--- config.mk ---
export PLATFORM = sky130hd
export DESIGN_NAME = instr_stream_encoder
export DESIGN_NICKNAME = d
export VERILOG_FILES = /design/src/rtl/cpu_isa_pkg.sv /design/src/rtl/instr_field_pack.sv /design/src/rtl/instr_stream_encoder.sv
export SDC_FILE = /design/constraint.sdc
export NUM_CORES = 1
export LEC_CHECK = 0
export CAP_MARGIN = 0
export CORE_ASPECT_RATIO = 0.8
export CORE_MARGIN = 2
export CORE_UTILIZATION = 38
export DETAILED_ROUTE_END_ITERATION = 8
export PLACE_DENSITY = 0.67
export SYNTH_ARGS = -nofsm -noshare
export SYNTH_HDL_FRONTEND = slang
export SYNTH_SLANG_ARGS = --single-unit
--- constraint.sdc ---
create_clock -name clk -period 4.48 [get_ports clk]
set_input_delay 0.672 -clock clk [delete_from_list [all_inputs] [get_ports clk]]
set_output_delay 0.672 -clock clk [all_outputs]
set_load 0.01 [all_outputs]
--- src/rtl/cpu_isa_pkg.sv ---
// cpu_isa_pkg: instruction classes, field positions and word width shared by
// the instruction encoder and the decode stage.
package cpu_isa_pkg;

    localparam int INSTR_W = 16;
    localparam int OPC_HI  = 15;
    localparam int OPC_LO  = 12;
    localparam int RD_HI   = 11;
    localparam int RD_LO   = 9;
    localparam int RS_HI   = 8;
    localparam int RS_LO   = 6;
    localparam int IMM_HI  = 5;
    localparam int IMM_LO  = 0;

    typedef enum logic [1:0] {
        CLS_LDA = 2'b00,
        CLS_STA = 2'b01,
        CLS_IMM = 2'b10,
        CLS_BAF = 2'b11
    } instr_class_e;

    typedef logic [INSTR_W-1:0] instr_word_t;

endpackage

--- src/rtl/instr_field_pack.sv ---
// instr_field_pack: packs instruction fields into a 16-bit word and flags
// field combinations the ISA does not allow.
module instr_field_pack
    import cpu_isa_pkg::*;
(
    input  logic [1:0]  i_class,
    input  logic [1:0]  i_alufunc,
    input  logic [2:0]  i_rd,
    input  logic [2:0]  i_rs,
    input  logic [5:0]  i_imm,
    output instr_word_t o_word,
    output logic        o_illegal
);

    always_comb begin
        o_word                  = '0;
        o_word[OPC_HI:OPC_LO+2] = i_class;
        o_word[OPC_LO+1:OPC_LO] = i_alufunc;
        o_word[RD_HI:RD_LO]     = i_rd;
        o_word[RS_HI:RS_LO]     = i_rs;
        o_word[IMM_HI:IMM_LO]   = i_imm;
        // r0 is hard-wired, so anything that writes it is rejected
        o_illegal = ((i_class == CLS_LDA || i_class == CLS_IMM) && i_rd == 3'd0)
                  || (i_class == CLS_BAF && i_alufunc != 2'b00)
                  || (i_class == CLS_STA && i_rd != 3'd0);
    end

endmodule

--- src/rtl/instr_stream_encoder.sv ---
// instr_stream_encoder: accepts field sets, encodes and legality-checks them and
// writes legal words sequentially into IMEM. Define CHECKSUM_EN for a running XOR.
module instr_stream_encoder
    import cpu_isa_pkg::*;
#(
    parameter int ADDR_W = 8,
    parameter int BASE   = 0
) (
    input  logic              clk,
    input  logic              reset_n,
    input  logic              i_start,
    input  logic              i_valid,
    output logic              o_ready,
    input  logic [1:0]        i_class,
    input  logic [1:0]        i_alufunc,
    input  logic [2:0]        i_rd,
    input  logic [2:0]        i_rs,
    input  logic [5:0]        i_imm,
    input  logic              i_last,
    output logic              o_imem_we,
    output logic [ADDR_W-1:0] o_imem_addr,
    output logic [15:0]       o_imem_wdata,
    output logic              o_err,
    output logic              o_done,
    output logic              o_full,
    output logic [15:0]       o_checksum
);

    typedef enum logic [1:0] {S_IDLE, S_LOAD, S_DONE} state_e;

    localparam logic [ADDR_W-1:0] BASE_A = ADDR_W'(BASE);
    localparam logic [ADDR_W-1:0] LAST_A = '1;

    state_e            state_q, state_d;
    logic [ADDR_W-1:0] ptr_q, ptr_d, addr_q, addr_d;
    instr_word_t       wdata_q, wdata_d, word;
    logic              we_q, we_d, err_q, err_d, full_q, full_d;
    logic              illegal, fire, wr, at_end;

    instr_field_pack u_pack (
        .i_class   (i_class),
        .i_alufunc (i_alufunc),
        .i_rd      (i_rd),
        .i_rs      (i_rs),
        .i_imm     (i_imm),
        .o_word    (word),
        .o_illegal (illegal)
    );

    assign o_ready = (state_q == S_LOAD);
    assign fire    = i_valid & o_ready & ~i_start;
    assign wr      = fire & ~illegal;
    assign at_end  = (ptr_q == LAST_A);

    always_comb begin
        state_d = state_q;
        ptr_d   = ptr_q;
        full_d  = full_q;
        we_d    = wr;
        err_d   = fire & illegal;
        addr_d  = wr ? ptr_q : addr_q;
        wdata_d = wr ? word : wdata_q;
        if (i_start) begin
            state_d = S_LOAD;
            ptr_d   = BASE_A;
            full_d  = 1'b0;
        end else if (fire) begin
            // pointer saturates at the top address; the session ends there
            if (wr) begin
                ptr_d  = at_end ? ptr_q : ptr_q + 1'b1;
                full_d = full_q | at_end;
            end
            if (i_last || (wr && at_end)) state_d = S_DONE;
        end
    end

    always_ff @(posedge clk or negedge reset_n) begin
        if (!reset_n) begin
            state_q <= S_IDLE;
            ptr_q   <= BASE_A;
            addr_q  <= '0;
            wdata_q <= '0;
            we_q    <= 1'b0;
            err_q   <= 1'b0;
            full_q  <= 1'b0;
        end else begin
            state_q <= state_d;
            ptr_q   <= ptr_d;
            addr_q  <= addr_d;
            wdata_q <= wdata_d;
            we_q    <= we_d;
            err_q   <= err_d;
            full_q  <= full_d;
        end
    end

    assign o_imem_we    = we_q;
    assign o_imem_addr  = addr_q;
    assign o_imem_wdata = wdata_q;
    assign o_err        = err_q;
    assign o_full       = full_q;
    assign o_done       = (state_q == S_DONE);

`ifdef CHECKSUM_EN
    logic [15:0] chk_q, chk_d;

    always_comb chk_d = i_start ? 16'h0000 : (we_q ? chk_q ^ wdata_q : chk_q);

    always_ff @(posedge clk or negedge reset_n) begin
        if (!reset_n) chk_q <= 16'h0000;
        else          chk_q <= chk_d;
    end

    assign o_checksum = chk_q;
`else
    assign o_checksum = 16'h0000;
`endif

endmodule
==> results of run 1 <==
## cell families (layout without fill, tap and decap cells)
| logic type | Yosys count | after routing | share of synthesized area [%] |
|---|---|---|---|
| AO/OA/AOI/OAI | 22 | 22 | 7.403 |
| multiplexers | 24 | 24 | 17.65 |
| adder cells (fa/ha/maj) | 1 | 1 | 0.6608 |
| other | 1 | 16 | 0.1981 |
| AND/OR/NAND/NOR | 39 | 39 | 15.47 |
| flip-flops | 37 | 37 | 48.91 |
| buffers and inverters | 25 | 61 | 9.715 |
## Yosys cell counts (all sizes together)
cell	n
a211o	2
a211oi	2
a21oi	6
a31oi	1
a41oi	1
and3	1
and3b	1
and4	1
buf	20
clkbuf	1
conb	1
dfrtp	37
ha	1
inv	4
mux2	24
nand2	4
nand2b	2
nand3	3
nand3b	2
nor2	4
nor2b	3
nor3	2
nor3b	4
nor4	1
nor4b	1
o21ai	5
o22ai	1
o31a	1
o31ai	3
or3	2
or3b	1
or4	6
or4b	1
## metal layers
layer	track usage (%)	wire (um)	vias to the layer above
met4	7.787	95	0
met1	19.04	1751	595
met2	17.94	1500	45
met5	0	0	-
met3	4.523	200	9
li1	-	-	614
## state kept, by name, indices dropped and copies added, names as in the netlist
name	cells
o_err	1
o_full	1
o_imem_addr	8
o_imem_wdata	16
o_imem_we	1
ptr_q	8
state_q	2
## power by group
part | leakage, nW | total (W) | internal, W | switching [W]
logic | 0.565 | 0.000232 | 0.000147 | 0.0000854
clock network | 0.0574 | 0.000300 | 0.000181 | 0.000120
registers | 0.477 | 0.000403 | 0.000378 | 0.0000254
total | 1.10 | 0.000936 | 0.000706 | 0.000230
## layout by cell type (no fill, tap or decap), drive strengths merged, types with 2 or more instances in the layout
| cell | instances |
|---|---|
| clkdlybuf4s50 | 48 |
| nand3b | 2 |
| nor2b | 3 |
| nand2b | 2 |
| or4 | 6 |
| clkbuf | 6 |
| nand2 | 4 |
| o21ai | 5 |
| mux2 | 24 |
| nor3b | 4 |
| a211o | 2 |
| dfrtp | 37 |
| a21oi | 6 |
| o31ai | 3 |
| inv | 4 |
| nor3 | 2 |
| conb | 16 |
| or3 | 2 |
| a211oi | 2 |
| nand3 | 3 |
| nor2 | 4 |
## critical path, delay by kind of cell
| kind | cells | cell delay [ns] |
|---|---|---|
| buffers and inverters | 1 | 0.47 |
| and+or+nand+nor | 3 | 1.19 |
| muxes | 1 | 0.37 |
## worst min-delay path by stage
stage                           from                to  slack (ns)  depth (start not counted)
finish                       reset_n    o_imem_addr[0]        0.46                          1
global placement      o_imem_addr[5]    o_imem_addr[5]        0.48                          1
floorplan                    reset_n             o_err        0.38                          0
detailed placement    o_imem_addr[4]    o_imem_addr[4]        0.48                          1
global route        o_imem_wdata[14]  o_imem_wdata[14]        0.52                          2
CTS                          reset_n         o_imem_we        0.49                          1
## per-stage QoR
| stage | hold slack (ns) | instance area [um^2] |
|---|---|---|
| 2_1_floorplan | 0.3764 | 1949 |
| 3_3_place_gp | 0.4788 | 2341 |
| 3_5_place_dp | 0.4850 | 2341 |
| 4_1_cts | 0.4893 | 2461 |
| 5_1_grt | 0.5223 | 2461 |
| 6_report | 0.4641 | 2461 |
## final cells by class
cell class                      instances  area [um^2]  share of cell area (%)
Tap cell                               60        75.07                   3.050
Sequential cell                        37        925.9                   37.62
Multi-Input combinational cell        102        839.6                   34.11
Inverter                                4        15.01                  0.6101
Clock inverter                          2        37.54                   1.525
Timing Repair Buffer                   49        485.5                   19.73
Clock buffer                            6        82.58                   3.355
==> results.ini, run 1 <==
[sta]
period_share_pct = 56.47
min_period_ns = 2.530
worst-slew-pin-transition_ns = 0.8081
clock_skew_ns = 0.005662
relSlewSlack_pct = 46.13
grt_setup_unrepaired = no
slew_violations = 0
fin_ws_ns = 1.950
finalSetupTns_ns = 0
setup_violations = 0
max_freq_mhz = 395.2
finalHoldViolCount = 0

[floorplanning]
dieHeight_um = 67.13
die_area_um2 = 5566
ios = 66
initial_utilization_pct = 40.45
chipWidth_um = 82.91
rows = 22
core-area_um2 = 4679

[critical_path]
cp-endpoint = o_imem_addr[4]
cp-startpoint = i_class[0]
critPathCaptureType = flop
worst-path-max-fanout = 26
crit_slowest_cell = nor4_2
rrSetupSlack_ns = 2.47
timing.rr.end = ptr_q[4]
crit_type = input port to flop
ff2ff_path_depth = 5
arrival_ns = 2.71
path_cells = clkdlybuf4s50_1, nor4_2, or3_4, nand2b_4, mux2_1
critPathLaunchType = input port
r2r_start = ptr_q[0]
cp_slowest_stage_delay_ns = 0.51
crit_required_ns = 4.66

[clock_network]
clock_path_buffers = 2
clk_pin_slew_ns = 0.07
clk_latency_ns = 0.29
cts_setup_buffers = 0
ctsResizeCount = 0
hold_buffers = 0
cts_tree = built
cts_made_buffers = 5
ctsRootBufferMaster = clkbuf_8
cts_sinks = 37
cts.htree.levels = 2

[routing]
detail-route-antenna-nets = 0
wirelength_mm = 3.548
viasPerCell = 4.858
drc = 0
post_drt_wl_per_cell_um = 13.65
vias = 1263
drt_iter0_drc = 69
firstDrtPassIters = 4

[global_routing]
grt_overflow = 0
grt_pass1_vias = 1126
antenna_found_initial = 0
grt_use_total_pct = 13.50
grt_max_degree = 38
grt_pass1_wl_mm = 5.685

[cells_and_area]
layout-drive-gt1-share_pct = 16.50
layout.cells.non_filler = 260
finalNetCount = 221
diodes = 0
utilization_pct = 52.59
syn_to_final_growth_pct = 30.01
fillers = 429

[power]
fin_total_pwr_w = 0.0009360
p_per_area_nw_per_um2 = 380.3
p_leak_nw = 1.100
peakVddDrop_mv = 0.2443

[synthesis]
syn_area_um2 = 1893
ys_ff_latch = 37
avgSynthCellArea_um2 = 12.71
yosys.area.top_type_share_pct = 48.91
synth_warnings = 0
yosysTopAreaCell = dfrtp_1
synth.distinct_cells = 41
syn_inst = 149
seq_area_frac_synth_pct = 48.91
synthTopCellsByArea = dfrtp_1 49%, mux2_4 13%, buf_4 6.3%

[placement]
dp_slack_ns = 1.650
portBuffers = 49
dp_hpwl_mm = 2.538
dp.cells = 252
finalWeightedCongestion = 0.7637

[outcome]
outcome = completed

[worst_hold_path]
hold_class = input port to asynchronous set/reset pin

[job]
max-cap-violations = 0

Note: power is estimated with default switching activity, not from simulation.
==> run 2: changes to the inputs <==
--- a/config.mk
+++ b/config.mk
@@ -10,7 +10,7 @@
 export CORE_MARGIN = 2
 export CORE_UTILIZATION = 38
 export DETAILED_ROUTE_END_ITERATION = 8
-export PLACE_DENSITY = 0.67
+export PLACE_DENSITY = 0.7
 export SYNTH_ARGS = -nofsm -noshare
 export SYNTH_HDL_FRONTEND = slang
 export SYNTH_SLANG_ARGS = --single-unit
==> constraint.sdc (replaced) <==
create_clock -name clk -period 2.3 [get_ports clk]
set_input_delay 0.345 -clock clk [delete_from_list [all_inputs] [get_ports clk]]
set_output_delay 0.345 -clock clk [all_outputs]
set_load 0.01 [all_outputs]
==> results.ini, run 2 (synthesis gave the netlist of run 1 again) <==
[critical_path]
path_cells = clkdlybuf4s50_1, or4_4, nor3b_4, nor4b_1, mux2_1
crit_required_ns = 2.47  ; -2.19 ns
crit_slowest_cell = or4_4
crit_type = input port to flop
critPathBufInv = 1  ; unchanged
critPathLaunchType = input port
cp_slowest_stage_delay_ns = 0.55  ; +0.04 ns
critPathCaptureType = flop
critPathTopFamily = simple AND/OR/NAND/NOR gates
worst-path-max-fanout = 15  ; -42%
arrival_ns = 2.28  ; -0.43 ns

[cells_and_area]
diodes = 0  ; unchanged
final_cell_mix = 48 x clkdlybuf4s50_1, 37 x dfrtp_1, 17 x mux2_4, 16 x conb_1, 8 x buf_4
syn_to_final_growth_pct = 35.36
largest_reg_flops = 16  ; unchanged
layout.cells.non_filler = 271  ; +4.2%
layout-drive-gt1-share_pct = 20.85  ; +4.4 points
layout_commonest_cell = clkdlybuf4s50_1
finalNetCount = 232  ; +5.0%

[routing]
drc = 0  ; unchanged
viasPerCell = 4.834  ; -0.49%
post_drt_wl_per_cell_um = 13.69  ; +0.32%
vias = 1310  ; +3.7%
wirelength_mm = 3.710  ; +4.6%
drt_iter0_drc = 106  ; +54%
firstDrtPassIters = 4  ; unchanged
detail-route-antenna-nets = 0  ; unchanged

[sta]
grt_setup_unrepaired = no
slew_violations = 0  ; unchanged
finalHoldViolCount = 0  ; unchanged
period_share_pct = 91.93
max_freq_mhz = 473.0
fin_ws_ns = 0.1856  ; -1.764 ns
clock_skew_ns = 0.006395  ; +0.0007329 ns
min_period_ns = 2.114
relSlewSlack_pct = 45.74  ; -0.38 points
finalSetupTns_ns = 0  ; unchanged
hold_ws_ns = 0.1491  ; -0.3150 ns
setup_violations = 0  ; unchanged
worst-slew-pin-transition_ns = 0.8139  ; +0.005764 ns

[floorplanning]
core-area_um2 = 4679  ; unchanged
initial_utilization_pct = 40.45  ; unchanged
ios = 66  ; unchanged
chipWidth_um = 82.91  ; unchanged
rows = 22  ; unchanged
die_area_um2 = 5566  ; unchanged
dieHeight_um = 67.13  ; unchanged

[clock_network]
cts_sinks = 37  ; unchanged
ctsResizeCount = 0  ; unchanged
cts.htree.levels = 2  ; unchanged
clk_pin_slew_ns = 0.07  ; about the same
clk_latency_ns = 0.28  ; about the same
cts_setup_buffers = 0  ; unchanged
hold_buffers = 0  ; unchanged
cts_tree = built
cts_made_buffers = 5  ; unchanged
ctsRootBufferMaster = clkbuf_8
clock_path_buffers = 2  ; unchanged

[power]
p_sw_share_pct = 25.26  ; +0.65 points
seqPwrFrac_pct = 44.8  ; +1.7 points
switching_power_w = 0.0004433  ; +92%
p_per_area_nw_per_um2 = 684.9  ; +80%
fin_total_pwr_w = 0.001755  ; +88%
p_int_w = 0.001312  ; +86%
p_leak_nw = 1.167  ; +6.1%
p_clk_share_pct = 28.1  ; -4.0 points
share_comb_of_total_power_pct = 27.1  ; +2.3 points
peakVddDrop_mv = 0.4503  ; +84%

[global_routing]
grt_overflow = 0  ; unchanged
grt_pass1_vias = 1275  ; +13%
grt_use_total_pct = 14.26  ; +0.77 points
antenna_found_initial = 0  ; unchanged
grt_max_degree = 38  ; unchanged
grt_pass1_wl_mm = 6.258  ; +10%

[placement]
dp_hpwl_mm = 2.706  ; +6.6%
portBuffers = 49  ; unchanged
finalWeightedCongestion = 0.9022  ; +18%
dp.cells = 263  ; +4.4%
dp_slack_ns = -0.1265  ; -1.776 ns

[outcome]
outcome = completed

[worst_hold_path]
hold_class = input port to asynchronous set/reset pin

[job]
max-cap-violations = 0  ; unchanged

## run 2: final cells by class
class,instances,area [um^2]
Timing Repair Buffer,60,605.6
Clock buffer,7,96.34
Sequential cell,37,925.9
Inverter,4,15.01
Clock inverter,1,5.005
Tap cell,60,75.07
Fill cell,414,2117
Multi-Input combinational cell,102,839.6
## run 2: metal layers
layer | share of wire [%] | global-route usage (%)
met5 | 0 | 0
met4 | 0.40 | 4.303
met2 | 46 | 22.58
met3 | 6.1 | 4.401
met1 | 47 | 19.06
## run 2: through the flow
step / utilization (%) / cell area [um^2]
after global placement: 52.59 / 2461
after floorplan: - / 1949
after global routing: 54.76 / 2562
after CTS: 54.76 / 2562
final: 54.76 / 2562
after detailed placement: 52.59 / 2461
## run 2: worst paths after layout
kind / from / to / slack, ns / depth (start not counted)
max in group asynchronous: reset_n / o_imem_wdata[7] / 1.63 / 1
max: i_class[1] / ptr_q[3] / 0.19 / 5
min reg2reg: o_imem_wdata[0] / o_imem_wdata[0] / 0.49 / 1
min in group clk: o_imem_wdata[0] / o_imem_wdata[0] / 0.49 / 1
max reg2reg: ptr_q[0] / ptr_q[4] / 0.28 / 5
min: reset_n / o_full / 0.15 / 1
## run 2: power groups by stage
stage / registers (W) / clock network [W] / logic (W)
finish: 0.000786 / 0.000493 / 0.000476
global route: 0.000798 / 0.000541 / 0.000511
CTS: 0.000787 / 0.000511 / 0.000483
detailed placement: 0.000799 / 0 / 0.000481
global placement: 0.000797 / 0 / 0.000474
floorplan: 0.000834 / 0 / 0.000200
